[config.mk]
export PLATFORM = sky130hd
export DESIGN_NAME = iadder_arb_b16
export DESIGN_NICKNAME = d
export VERILOG_FILES = /design/src/rtl/iadder_arb_pkg.sv /design/src/rtl/iadder_b16_core.sv /design/src/rtl/iadder_arb_b16.sv
export SDC_FILE = /design/constraint.sdc
export NUM_CORES = 1
export LEC_CHECK = 0
export CORE_ASPECT_RATIO = 0.5
export CORE_UTILIZATION = 40
export CTS_CLUSTER_SIZE = 28
export DETAILED_ROUTE_END_ITERATION = 16
export DONT_BUFFER_PORTS = 1
export GPL_TIMING_DRIVEN = 0
export PLACE_DENSITY_LB_ADDON = 0.1
export SYNTH_ARGS = -nofsm -noshare
export SYNTH_HDL_FRONTEND = slang
export SYNTH_SLANG_ARGS = --single-unit
[constraint.sdc]
create_clock -name clk -period 3.2 [get_ports clk]
set_clock_uncertainty 0.05 [all_clocks]
set_input_delay 0.32 -clock clk [delete_from_list [all_inputs] [get_ports clk]]
set_output_delay 0.32 -clock clk [all_outputs]
set_load 0.01 [all_outputs]
[src/rtl/iadder_arb_pkg.sv]
// iadder_arb_pkg
//   Shared definitions for the arbitrated approximate 16-bit adder:
//   FSM state encoding, operand/sum widths and default parameter values.
//   Imported by iadder_b16_core and iadder_arb_b16.
package iadder_arb_pkg;

  localparam int OP_W      = 16;  // operand width
  localparam int SUM_W     = 17;  // sum width (operand width + carry-out)
  localparam int NREQ_DEF  = 4;   // default number of requesters
  localparam int ABITS_DEF = 8;   // default number of approximated low bits

  typedef enum logic [1:0] {
    IDLE = 2'd0,
    CALC = 2'd1,
    DONE = 2'd2
  } arb_state_e;

endpackage

[src/rtl/iadder_b16_core.sv]
// iadder_b16_core
//   Combinational 16-bit adder shared by the arbiter.
//   Default build: approximate adder. The upper (16-ABITS) bits are added
//   exactly with carry-out into sum[16]; the low ABITS bits get no carry
//   chain. Each low bit is set if either operand bit is set, or if any
//   generate (a&b) occurs at that bit or above inside the low part.
//   With IADDER_ARB_EXACT_EN defined: exact 17-bit a+b, ABITS ignored.
// Ports
//   a, b : 16-bit operands
//   sum  : 17-bit result
module iadder_b16_core
  import iadder_arb_pkg::*;
#(
  parameter int ABITS = ABITS_DEF
) (
  input  logic [OP_W-1:0]  a,
  input  logic [OP_W-1:0]  b,
  output logic [SUM_W-1:0] sum
);

`ifdef IADDER_ARB_EXACT_EN

  assign sum = {1'b0, a} + {1'b0, b};

`else

  localparam int HW = OP_W - ABITS;

  logic [HW:0]       hi_sum;
  logic [ABITS-1:0]  gen_and;
  logic [ABITS-1:0]  lo_sum;

  // Exact upper part; the low part never feeds a carry into it.
  assign hi_sum  = {1'b0, a[OP_W-1:ABITS]} + {1'b0, b[OP_W-1:ABITS]};
  assign gen_and = a[ABITS-1:0] & b[ABITS-1:0];

  // A generate anywhere from bit gi up to the top of the low part would
  // have rippled ones down through bit gi, so saturate it to one.
  generate
    for (genvar gi = 0; gi < ABITS; gi++) begin : g_lo
      assign lo_sum[gi] = a[gi] | b[gi] | (|gen_and[ABITS-1:gi]);
    end
  endgenerate

  assign sum = {hi_sum, lo_sum};

`endif

endmodule

[src/rtl/iadder_arb_b16.sv]
// iadder_arb_b16
//   Shares one 16-bit adder (iadder_b16_core) among NREQ requesters.
//   A three-state FSM (IDLE -> CALC -> DONE) accepts one request in IDLE
//   using a round-robin search starting at rr_ptr, computes the sum in
//   CALC, and holds the result in DONE until the consumer takes it.
//   rr_ptr only advances on result handoff, to one past the served index.
//   Build option: define IADDER_ARB_EXACT_EN for an exact adder.
// Ports
//   clk        : clock, rising edge
//   rst        : asynchronous active-low reset
//   req_valid  : per-requester operand valid
//   req_ready  : per-requester accept strobe (one-hot or zero, combinational)
//   req_a/b    : packed operands, requester i at [16i+15:16i]
//   res_valid  : result valid (held until res_ready)
//   res_ready  : result consumer ready
//   res_sum    : registered 17-bit sum
//   res_id     : index of the requester owning res_sum
module iadder_arb_b16
  import iadder_arb_pkg::*;
#(
  parameter int NREQ  = NREQ_DEF,
  parameter int ABITS = ABITS_DEF
) (
  input  logic                     clk,
  input  logic                     rst,
  input  logic [NREQ-1:0]          req_valid,
  output logic [NREQ-1:0]          req_ready,
  input  logic [NREQ*OP_W-1:0]     req_a,
  input  logic [NREQ*OP_W-1:0]     req_b,
  output logic                     res_valid,
  input  logic                     res_ready,
  output logic [SUM_W-1:0]         res_sum,
  output logic [$clog2(NREQ)-1:0]  res_id
);

  localparam int              IDW     = $clog2(NREQ);
  localparam logic [IDW:0]    NREQ_W  = (IDW+1)'(NREQ);
  localparam logic [IDW-1:0]  LAST_ID = IDW'(NREQ - 1);

  // Registered state
  arb_state_e       state_q, state_d;
  logic [IDW-1:0]   rr_ptr_q, rr_ptr_d;
  logic [OP_W-1:0]  a_q, a_d;
  logic [OP_W-1:0]  b_q, b_d;
  logic [IDW-1:0]   gid_q, gid_d;
  logic             res_valid_q, res_valid_d;
  logic [SUM_W-1:0] res_sum_q, res_sum_d;
  logic [IDW-1:0]   res_id_q, res_id_d;

  // Arbitration
  logic [OP_W-1:0]   req_a_arr [NREQ];
  logic [OP_W-1:0]   req_b_arr [NREQ];
  logic [2*NREQ-1:0] rv_dbl;
  logic [NREQ-1:0]   rv_rot;
  logic [IDW-1:0]    off_sel;
  logic [IDW:0]      idx_sum;
  logic [IDW-1:0]    grant_idx;
  logic              grant_vld;
  logic [SUM_W-1:0]  core_sum;

  generate
    for (genvar gi = 0; gi < NREQ; gi++) begin : g_unpack
      assign req_a_arr[gi] = req_a[gi*OP_W +: OP_W];
      assign req_b_arr[gi] = req_b[gi*OP_W +: OP_W];
    end
  endgenerate

  // Round-robin search: rotate the valid vector so bit k is requester
  // (rr_ptr + k) mod NREQ, take the lowest set bit, then rotate the
  // offset back into an absolute index.
  always_comb begin
    rv_dbl    = {req_valid, req_valid} >> rr_ptr_q;
    rv_rot    = rv_dbl[NREQ-1:0];
    grant_vld = |req_valid;
    off_sel   = '0;
    for (int k = NREQ - 1; k >= 0; k--) begin
      if (rv_rot[k]) begin
        off_sel = IDW'(k);
      end
    end
    idx_sum = {1'b0, rr_ptr_q} + {1'b0, off_sel};
    if (idx_sum >= NREQ_W) begin
      idx_sum = idx_sum - NREQ_W;
    end
    grant_idx = idx_sum[IDW-1:0];
  end

  // The accept strobe is gated by reset so it drops the moment rst falls.
  always_comb begin
    req_ready = '0;
    if (rst && (state_q == IDLE) && grant_vld) begin
      req_ready[grant_idx] = 1'b1;
    end
  end

  iadder_b16_core #(
    .ABITS(ABITS)
  ) u_core (
    .a  (a_q),
    .b  (b_q),
    .sum(core_sum)
  );

  always_comb begin
    state_d     = state_q;
    rr_ptr_d    = rr_ptr_q;
    a_d         = a_q;
    b_d         = b_q;
    gid_d       = gid_q;
    res_valid_d = res_valid_q;
    res_sum_d   = res_sum_q;
    res_id_d    = res_id_q;
    case (state_q)
      IDLE: begin
        if (grant_vld) begin
          a_d     = req_a_arr[grant_idx];
          b_d     = req_b_arr[grant_idx];
          gid_d   = grant_idx;
          state_d = CALC;
        end
      end
      CALC: begin
        res_sum_d   = core_sum;
        res_id_d    = gid_q;
        res_valid_d = 1'b1;
        state_d     = DONE;
      end
      DONE: begin
        if (res_ready) begin
          res_valid_d = 1'b0;
          rr_ptr_d    = (gid_q == LAST_ID) ? '0 : gid_q + IDW'(1);
          state_d     = IDLE;
        end
      end
      default: begin
        state_d = IDLE;
      end
    endcase
  end

  always_ff @(posedge clk or negedge rst) begin
    if (!rst) begin
      state_q     <= IDLE;
      rr_ptr_q    <= '0;
      a_q         <= '0;
      b_q         <= '0;
      gid_q       <= '0;
      res_valid_q <= 1'b0;
      res_sum_q   <= '0;
      res_id_q    <= '0;
    end else begin
      state_q     <= state_d;
      rr_ptr_q    <= rr_ptr_d;
      a_q         <= a_d;
      b_q         <= b_d;
      gid_q       <= gid_d;
      res_valid_q <= res_valid_d;
      res_sum_q   <= res_sum_d;
      res_id_q    <= res_id_d;
    end
  end

  assign res_valid = res_valid_q;
  assign res_sum   = res_sum_q;
  assign res_id    = res_id_q;

endmodule

After elaboration in Yosys (flattened, before gate mapping)
Cells that the tools add are included.
- $add $sub $neg: 4
- magnitude comparators: 4
- equal/unequal tests: 5
- shift operators: 1
- muxes and demuxes: 20
- bitwise logic cells: 18
- reduce and logical (&&, ||, !) cells: 17
- operator list (operator ; count):
    binary-select mux 16 bit (select 2 bit) ; 2
    2-to-1 mux 16 bit ; 4
    2-to-1 mux 2 bit ; 8
    OR 1 bit ; 16
    adder 8 x 8 -> 9 bit ; 1
    bitwise AND 8 bit ; 1
    AND reduction 2 bit ; 4
    OR reduction 4 bit ; 2
    OR reduction 8 bit ; 1
    >> shifter 8 x 2 -> 4 bit ; 1
    OR reduction 7 bit ; 1
    greater-or-equal comparator 3 bit, second input constant ; 2
    case mux 2 bit (3 select lines) ; 1
    OR reduction 6 bit ; 1
    OR reduction 5 bit ; 1
    == test 2 bit, second input constant ; 2
    2-to-1 mux 4 bit ; 1
    inequality test 2 bit, second input constant ; 2
    adder 2 x 2 -> 3 bit ; 1
    logical AND 1 bit ; 3
    less-than comparator 2 x 3 -> 1 bit, second input constant ; 1
    inverter 2 -> 3 bit ; 1
    OR reduction 3 bit ; 1
    adder 2 x 1 -> 2 bit, second input constant ; 1
    other kinds (9) ; 10
- flip-flop bits (word level): 58
- input port bits: 135
- output and inout bits: 24
- word-level logic and storage cells: 77

Longest topological paths before layout
- word-level depth: 13
- gate-level depth with buffers: 11
- gate-level depth less buffers: 9

By module
From an unflattened synthesis, not the netlist that was laid out.
- cell total of the unflattened synthesis: 428
- area total of the unflattened synthesis: 4380.5 µm²
- by module, submodules not included (module ; instances ; cells each ; area an instance (µm²) ; sequential area each (µm²)):
    iadder_arb_b16 ; 1 ; 368 ; 3950.0 ; 1451.4
    iadder_b16_core ; 1 ; 60 ; 430.4 ; 0.0

Worst setup path after synthesis
Ideal clock, no wire load.
- kind: register to output
- from: register rr_ptr_q[0]
- to: output port req_ready[1]
- arrival time: 2.479 ns
- required time: 2.830 ns
- slack: 0.351 ns
- stages on the path, launching flop included: 12
- buffers on the path: 4
- path through: dfrtp_1 -> buf_6 -> nor2b_1 -> a221o_1 -> nand2_1 -> o221ai_1 -> ha_1 -> buf_2 -> clkbuf_1 -> clkbuf_1 -> nand3_1 -> nor2_1
- cells in the longest elaborated chain, start to end: 13
- elaborated cells on any way between the ends: 15
- those cells by class: add/sub (2); order compare (3); shift (1); mux (8); reduce/logical (1)
- RTL lines (element ; line ; RTL):
    start: declaration ; iadder_arb_b16.sv:42 ; logic [IDW-1:0] rr_ptr_q, rr_ptr_d;
    start signal: assignment ; iadder_arb_b16.sv:153 ; rr_ptr_q <= rr_ptr_d;
    >> shifter 8 x 2 -> 4 bit ; iadder_arb_b16.sv:72 ; rv_dbl = {req_valid, req_valid} >> rr_ptr_q;
    2-to-1 mux 2 bit (4 in series) ; iadder_arb_b16.sv:77 ; if (rv_rot[k]) begin
    adder 2 x 2 -> 3 bit (*) ; iadder_arb_b16.sv:81 ; idx_sum = {1'b0, rr_ptr_q} + {1'b0, off_sel};
    greater-or-equal comparator 3 bit / subtractor 2 x 1 -> 2 bit (equally long branches) ; iadder_arb_b16.sv:82, iadder_arb_b16.sv:83 ;
    2-to-1 mux 2 bit (*) ; iadder_arb_b16.sv:82 ; if (idx_sum >= NREQ_W) begin
    via idx_sum[0] ; iadder_arb_b16.sv:56 ; logic [IDW:0] idx_sum;
    less-than comparator 2 x 3 -> 1 bit (not written as such) / greater-or-equal comparator 2 x 1 -> 1 bit (equally long branches) ; iadder_arb_b16.sv:92 ; req_ready[grant_idx] = 1'b1;
    logical AND 1 bit (not written as such) ; iadder_arb_b16.sv:92 ;
    2-to-1 mux 1 bit (not written as such) ; iadder_arb_b16.sv:92 ;
    demux 1 bit (select 2 bit) (*) ; iadder_arb_b16.sv:92 ;
    2-to-1 mux 4 bit (*) ; iadder_arb_b16.sv:91 ; if (rst && (state_q == IDLE) && grant_vld) begin
    end: declaration ; iadder_arb_b16.sv:27 ; output logic [NREQ-1:0] req_ready,
Mark *: on every way through the listed nets, which the timed path passes. The rest lies on a longest branch.

Worst setup path in the final report
- from: register rr_ptr_q[0]
- to: register a_q[4]
- cells in the longest elaborated chain, start to end: 12
- elaborated cells on any way between the ends: 13
- those cells by class: add/sub (2); order compare (1); shift (1); mux (8); bitwise (1)
- RTL lines (element ; line ; RTL):
    >> shifter 8 x 2 -> 4 bit ; iadder_arb_b16.sv:72 ;
    2-to-1 mux 2 bit (4 in series) ; iadder_arb_b16.sv:77 ;
    adder 2 x 2 -> 3 bit (*) ; iadder_arb_b16.sv:81 ;
    greater-or-equal comparator 3 bit / subtractor 2 x 1 -> 2 bit (equally long branches) ; iadder_arb_b16.sv:82, iadder_arb_b16.sv:83 ;
    2-to-1 mux 2 bit (*) ; iadder_arb_b16.sv:82 ;
    inverter 2 -> 3 bit (not written as such) (*) ; iadder_arb_b16.sv:116 ; a_d = req_a_arr[grant_idx];
    binary-select mux 16 bit (select 2 bit) (*) ; iadder_arb_b16.sv:116 ;
    2-to-1 mux 16 bit (not written as such) (*) (2 in series) ; iadder_arb_b16.sv:116 ;
    end signal: assignment ; iadder_arb_b16.sv:145 ; a_q <= '0;
    end signal: assignment ; iadder_arb_b16.sv:154 ; a_q <= a_d;
    end: declaration ; iadder_arb_b16.sv:43 ; logic [OP_W-1:0] a_q, a_d;
Every way passes the cells marked *; elsewhere a longest branch is shown, timed or not. The select of a mux whose other input is x is not followed.
A chain may end at the register's enable or synchronous reset.

==> metrics <==
final hold violations 0; ys flop type dfrtp_1; Max-Slew Margin vs Limit 0.553; Synth cell types 47; multiplexer share of the synthesized area 0.00667; row count 25; CTS Root Cell clkbuf_16; final setup fails 0; CTS tree built; Vias/cell ~6.3; top cell types by occurrence after synthesis nor2b_1 (67), nand2_1 (62), dfrtp_1 (58); Die Width 142 microns; CTS Buf Count 9; antenna violations before repair 1; WL met3 between 900 and 1000 microns; Setup TNS 0 ns; port bufs 0; fin util 0.478; layout cells sized above 1 0.116; RSZ-0062 raised after global routing yes; FFs w/ async S/R, synth 1.00; WS Path Type flip-flop to flip-flop; first-pass GRT wire length between 15000 and 20000 microns; count leader, synth nor2b_1; Synth Area in Adders 0.0368; top cells by area, synth dfrtp_1 (37%), nor2b_1 (11%), a221oi_1 (7.6%); Synth Area in Compound Gates 0.292; fill cell count 936; clk slew on worst S/H paths 0.05 ns; peak supply drop 522 uV; EDFF count, synth 0; wire length on met2 roughly 5500 microns; number of global-route vias before repair 3752; Residual DRC 0; period utilization 0.985; GRT Residual Overflow 0; Synth Area in XOR/XNOR 0.0111; M1 wire length 5850 microns; Worst-Margin Slew around 0.65 ns; dpl hpwl 9910 microns; H-tree levels 3; # clock sinks 58; Design Area, Final 0.00455 sq mm; register area share after synthesis 0.368; largest net degree at the start of global routing 59; Cell Area, Synth roughly 0.004 sq mm; Net Count, Synth between 500 and 600; Syn Inst Count 435; Final min period between 3 and 4 ns; Tot Pwr 6.55 mW; Buf/Inv on CP 3; max-slew violation count 0; Max Fanout on Critical Path 10; clk_lat worst skew 0.33 ns; top cell type's share of synthesized area 0.368; Arr. time, crit path 3.29 ns; Power Dens Cells 1440 mW/mm^2; family with the most delay on the worst path compound AO/OA/AOI/OAI gates; Pre-antenna DRT Iters 5; Hold Path Class primary input to flip-flop; Mean Syn Cell Area between 9 and 10 sq um; All-Layer GR Usage 0.255; Die Ht 72.2 microns; crit-path cells buf_6 -> nor2b_1 -> a221o_1 -> nand2_1 -> o221ai_1 -> ha_4 -> xor2_1 -> a21oi_2 -> buf_4 -> clkbuf_1 -> a2111oi_0 -> o31ai_1; Initial Util 0.414; Final ANT Viol Nets 0; RePlAce Congestion 0.928; Hold Slack approximately 0.052 ns; slowest stage delay, CP approximately 0.66 ns; CP max stage cell a2111oi_0; Startpoint Class flip-flop; CORE AREA about 0.0095 sq mm; Vias about 3.7k; I/O Pins approximately 160; final net count between 500 and 600; Simple-Gate Fraction of Synth Area 0.236; synth warn 0; Reg2Reg Setup Slack 0.05 ns; crit path capture type flip-flop; P_leak 1.77 nW; area grow syn2layout 15.5%; WL/cell 21.2 microns; largest family of logic cells by synthesized area compound AO/OA/AOI/OAI gates; status finished, final reports clean; MaxCap Viol Count 0; Ant. Diodes 0; Post-Route WL 12600 microns; Max Used Layer met4; 1st-iter DRT viols 273; Die ar. 0.0103 sq mm; WP data required around 3.3 ns; Synth Register Bits 58; fmax 0.317 GHz; Yosys top cell by area dfrtp_1; Max clock buf depth 2; dpl cell area 0.00411 sq mm
metrics by stage:
stage,setup WS (ns),instances
finish,0.0492,592
global route,-0.00809,592
CTS,0.0176,588
detailed placement,-0.259,570
global placement,-0.203,570
floorplan,0.351,435
state kept, by name, indices dropped and copies added (netlist names):
name / count
a_q: 16
b_q: 16
gid_q: 2
res_id: 2
res_sum: 17
res_valid: 1
rr_ptr_q: 2
state_q: 2
power by group:
group | internal, mW | leakage [nW] | switching [mW]
Sequential | 1.12 | 0.693 | 0.360
Combinational | 1.56 | 0.931 | 2.52
Clock | 0.675 | 0.147 | 0.314
Total | 3.36 | 1.77 | 3.20
cell families after synthesis:
| family | after synthesis |
|---|---|
| buffers and inverters | 41 |
| multiplexers | 2 |
| AO/OA/AOI/OAI | 143 |
| XOR/XNOR | 5 |
| AND/OR/NAND/NOR | 175 |
| adder cells (fa/ha/maj) | 11 |
| flip-flops | 58 |
worst paths after layout:
| kind | start | end | depth (start not counted) |
|---|---|---|---|
| min in group asynchronous | rst | res_sum[10] | 2 |
| hold / removal | res_ready | state_q[1] | 1 |
| hold reg to reg | a_q[12] | a_q[12] | 2 |
| setup / recovery | rr_ptr_q[0] | a_q[4] | 12 |
| setup reg to reg | rr_ptr_q[0] | a_q[4] | 12 |
| max in group asynchronous | rst | b_q[6] | 2 |
layout make-up:
class	count	area, sq um	share of cell area
Multi-Input combinational cell	336	2340	0.514
Timing Repair Buffer	8	82.6	0.0182
Clock buffer	12	236	0.0520
Clock inverter	3	65.1	0.0143
Buffer	38	198	0.0435
Sequential cell	58	1450	0.319
Inverter	2	7.51	0.00165
Tap cell	135	169	0.0371
per-layer routing:
layer  up-vias  global-route usage
met4         0              0.0729
met1      1796               0.351
li1       1696                   -
met2       186               0.396
met3        30              0.0700
met5         -                   0
placed cells by master (no fill, tap or decap), types with 7 or more instances in the layout:
master     Yosys  final
a2111oi_0     30     28
a21oi_1        9      9
a221oi_1      34     34
buf_2          9      7
buf_4          6     12
clkbuf_1      21     21
clkbuf_16      0      9
dfrtp_1       58     58
ha_1          10      9
nand2_1       62     62
nor2_1        14     13
nor2b_1       67     67
nor3b_1        7      7
o21ai_0       12     12
o31ai_1       33     33
what timing repair did:
action	CTS	global route
resized for setup	10	9
pin swaps	1	2
buffers inserted	2	4
endpoints found under the setup margin	23	13
endpoints found under the hold margin	58	0
hold buffers	2	0
Power figures use the tool's default switching activity.
==> variant: new RTL, same flow settings <==
Take the reset off `b_q` and load it in a clocked block of its own.
--- a/src/rtl/iadder_arb_b16.sv
+++ b/src/rtl/iadder_arb_b16.sv
@@ -143,7 +143,6 @@
       state_q     <= IDLE;
       rr_ptr_q    <= '0;
       a_q         <= '0;
-      b_q         <= '0;
       gid_q       <= '0;
       res_valid_q <= 1'b0;
       res_sum_q   <= '0;
@@ -152,12 +151,15 @@
       state_q     <= state_d;
       rr_ptr_q    <= rr_ptr_d;
       a_q         <= a_d;
-      b_q         <= b_d;
       gid_q       <= gid_d;
       res_valid_q <= res_valid_d;
       res_sum_q   <= res_sum_d;
       res_id_q    <= res_id_d;
     end
+  end
+
+  always_ff @(posedge clk) begin
+    b_q <= b_d;
   end
 
   assign res_valid = res_valid_q;
Check against the original RTL: no difference found for any inputs over 10 cycles, from zero or initial values and one cycle with rst low; that may be too few to reach the edited logic, so the function may still have changed.
==> variant against the original RTL <==
The run now ends with DRC left. Sequential cell count is the same. Setup slack better by 97 ps. Fmax grew 3.2%. Wire length fell by 20%. Total power decreased by 13%. Final area decreased by 6.0%. Area after synthesis is 5.0% lower. Die area is 4.9% lower. Largest power group unchanged. Highest routed layer unchanged.
==> variant: results (changes against the original RTL) <==
track_usage_pct: 21.88  # -3.7 points
final.setup.tns_ps: 0  # unchanged
yosys-top-cells-area: "dfrtp_1, edfxtp_1, mux2_2"
synth_most_common_cell: "nand2_1"
numCtsBuffers: 9  # unchanged
largest_reg_flops: 17  # unchanged
antenna_found_initial: 0  # -1
root_buffer: "clkbuf_16"
nets: 493  # -18%
gp_congestion: 0.8213  # -12%
peakVddDrop_mv: 0.5866  # +12%
final_cells: 469  # -21%
synth_cells: 333  # -23%
status: "finished with violations"
grt_pass1_wl_microns: 15710  # -20%
dp_cells: 450  # -21%
drc: 8  # +8
drt-initial-drc-count: 122  # -55%
p_leak_nw: 1.692  # -4.5%
synth_fp_nets: 479  # -18%
synthTopCellsByCount: "nand2_1, dfrtp_1, mux2_2"
dr.pass1.iters: 10  # +5
num_vias: 2764  # -25%
slew_headroom_pct: 45.84  # -9.5 points
dp_hpwl_microns: 7551  # -24%
synth_edf_count: 16  # +16
drive_gt1_share_pct: 23.93  # +12 points
yosysSeqAreaShare_pct: 40.94  # +4.1 points
routed_wl_microns: 10120  # -20%
synth_cell_type_count: 46  # -2.1%
swShare_pct: 40.58  # -8.2 points
place_ws_ps: -299.6  # -40.30 ps
p_sw_mw: 2.303  # -28%
violations: "DRC"
grt_pass1_vias: 2965  # -21%
p_seq_mw: 1.55  # +5%
cp.arrival_ps: 2680  # -610 ps
clkTransAtPathRegs_ps: 40
synth-async-reset-ratio_pct: 72.41  # -28 points
clk-power_mw: 0.868  # -12%
place_area_sq_um: 3887  # -5.4%
grt_max_degree: 43  # -27%
variant: kinds of logic after synthesis:
logic type	after synthesis	synth area share (%)
compound gates	75	14.82
xor+xnor	6	1.906
fa+ha+maj	11	3.880
buf+inv	28	3.645
flops	58	40.94
mux	68	24.68
simple gates	87	10.13
variant: worst max-delay path, cell delays in order (launching register included):
cell and delay, ps:
dfrtp_1 380, buf_4 170, and2b_1 170, a221o_1 290, nand2_1 80, o221ai_1 130, ha_2 250, xnor2_4 320
xnor2_4 170, buf_6 180, nor2b_2 220
variant: worst paths after layout:
check                      depth (start not counted)                    start                      end  slack [ps]
setup / recovery                                  10  rr_ptr_q[0]$_DFFE_PN0P_             req_ready[3]         150
hold / removal                                     1                res_ready   state_q[1]$_DFFE_PN0P_          60
setup reg to reg                                  11  rr_ptr_q[0]$_DFFE_PN0P_         b_q[9]$_DFFE_PP_         180
hold reg to reg                                    2         b_q[7]$_DFFE_PP_   res_sum[7]$_DFFE_PN0P_         460
max in group asynchronous                          2                      rst   res_sum[5]$_DFFE_PN0P_        2420
min in group asynchronous                          2                      rst  res_sum[10]$_DFFE_PN0P_         460
variant: cell type report:
cell class,instances,area (sq um)
diodes,1,2.502
fillers,807,4612
well taps,117,146.4
clock buffers,15,267.8
plain buffers,21,135.1
repair buffers,3,48.80
inverters,7,26.28
multi-input cells,247,2118
flip-flops and latches,58,1531
variant: layer usage:
metal,up-vias,global-route usage (%),part of all wire (%)
met4,0,8.272,1.6
met1,1363,25.99,41
met2,98,36.70,49
met5,-,0,0
li1,1291,-,-
met3,12,7.750,8.5
variant: what timing repair did:
item / in CTS / in global routing
pin swaps: 1 / 2
endpoints found under the setup margin: 22 / 13
hold buffers: 2 / 0
buffers inserted: 1 / 0
hold endpoints to repair: 42 / 0
resized for setup: 5 / 17
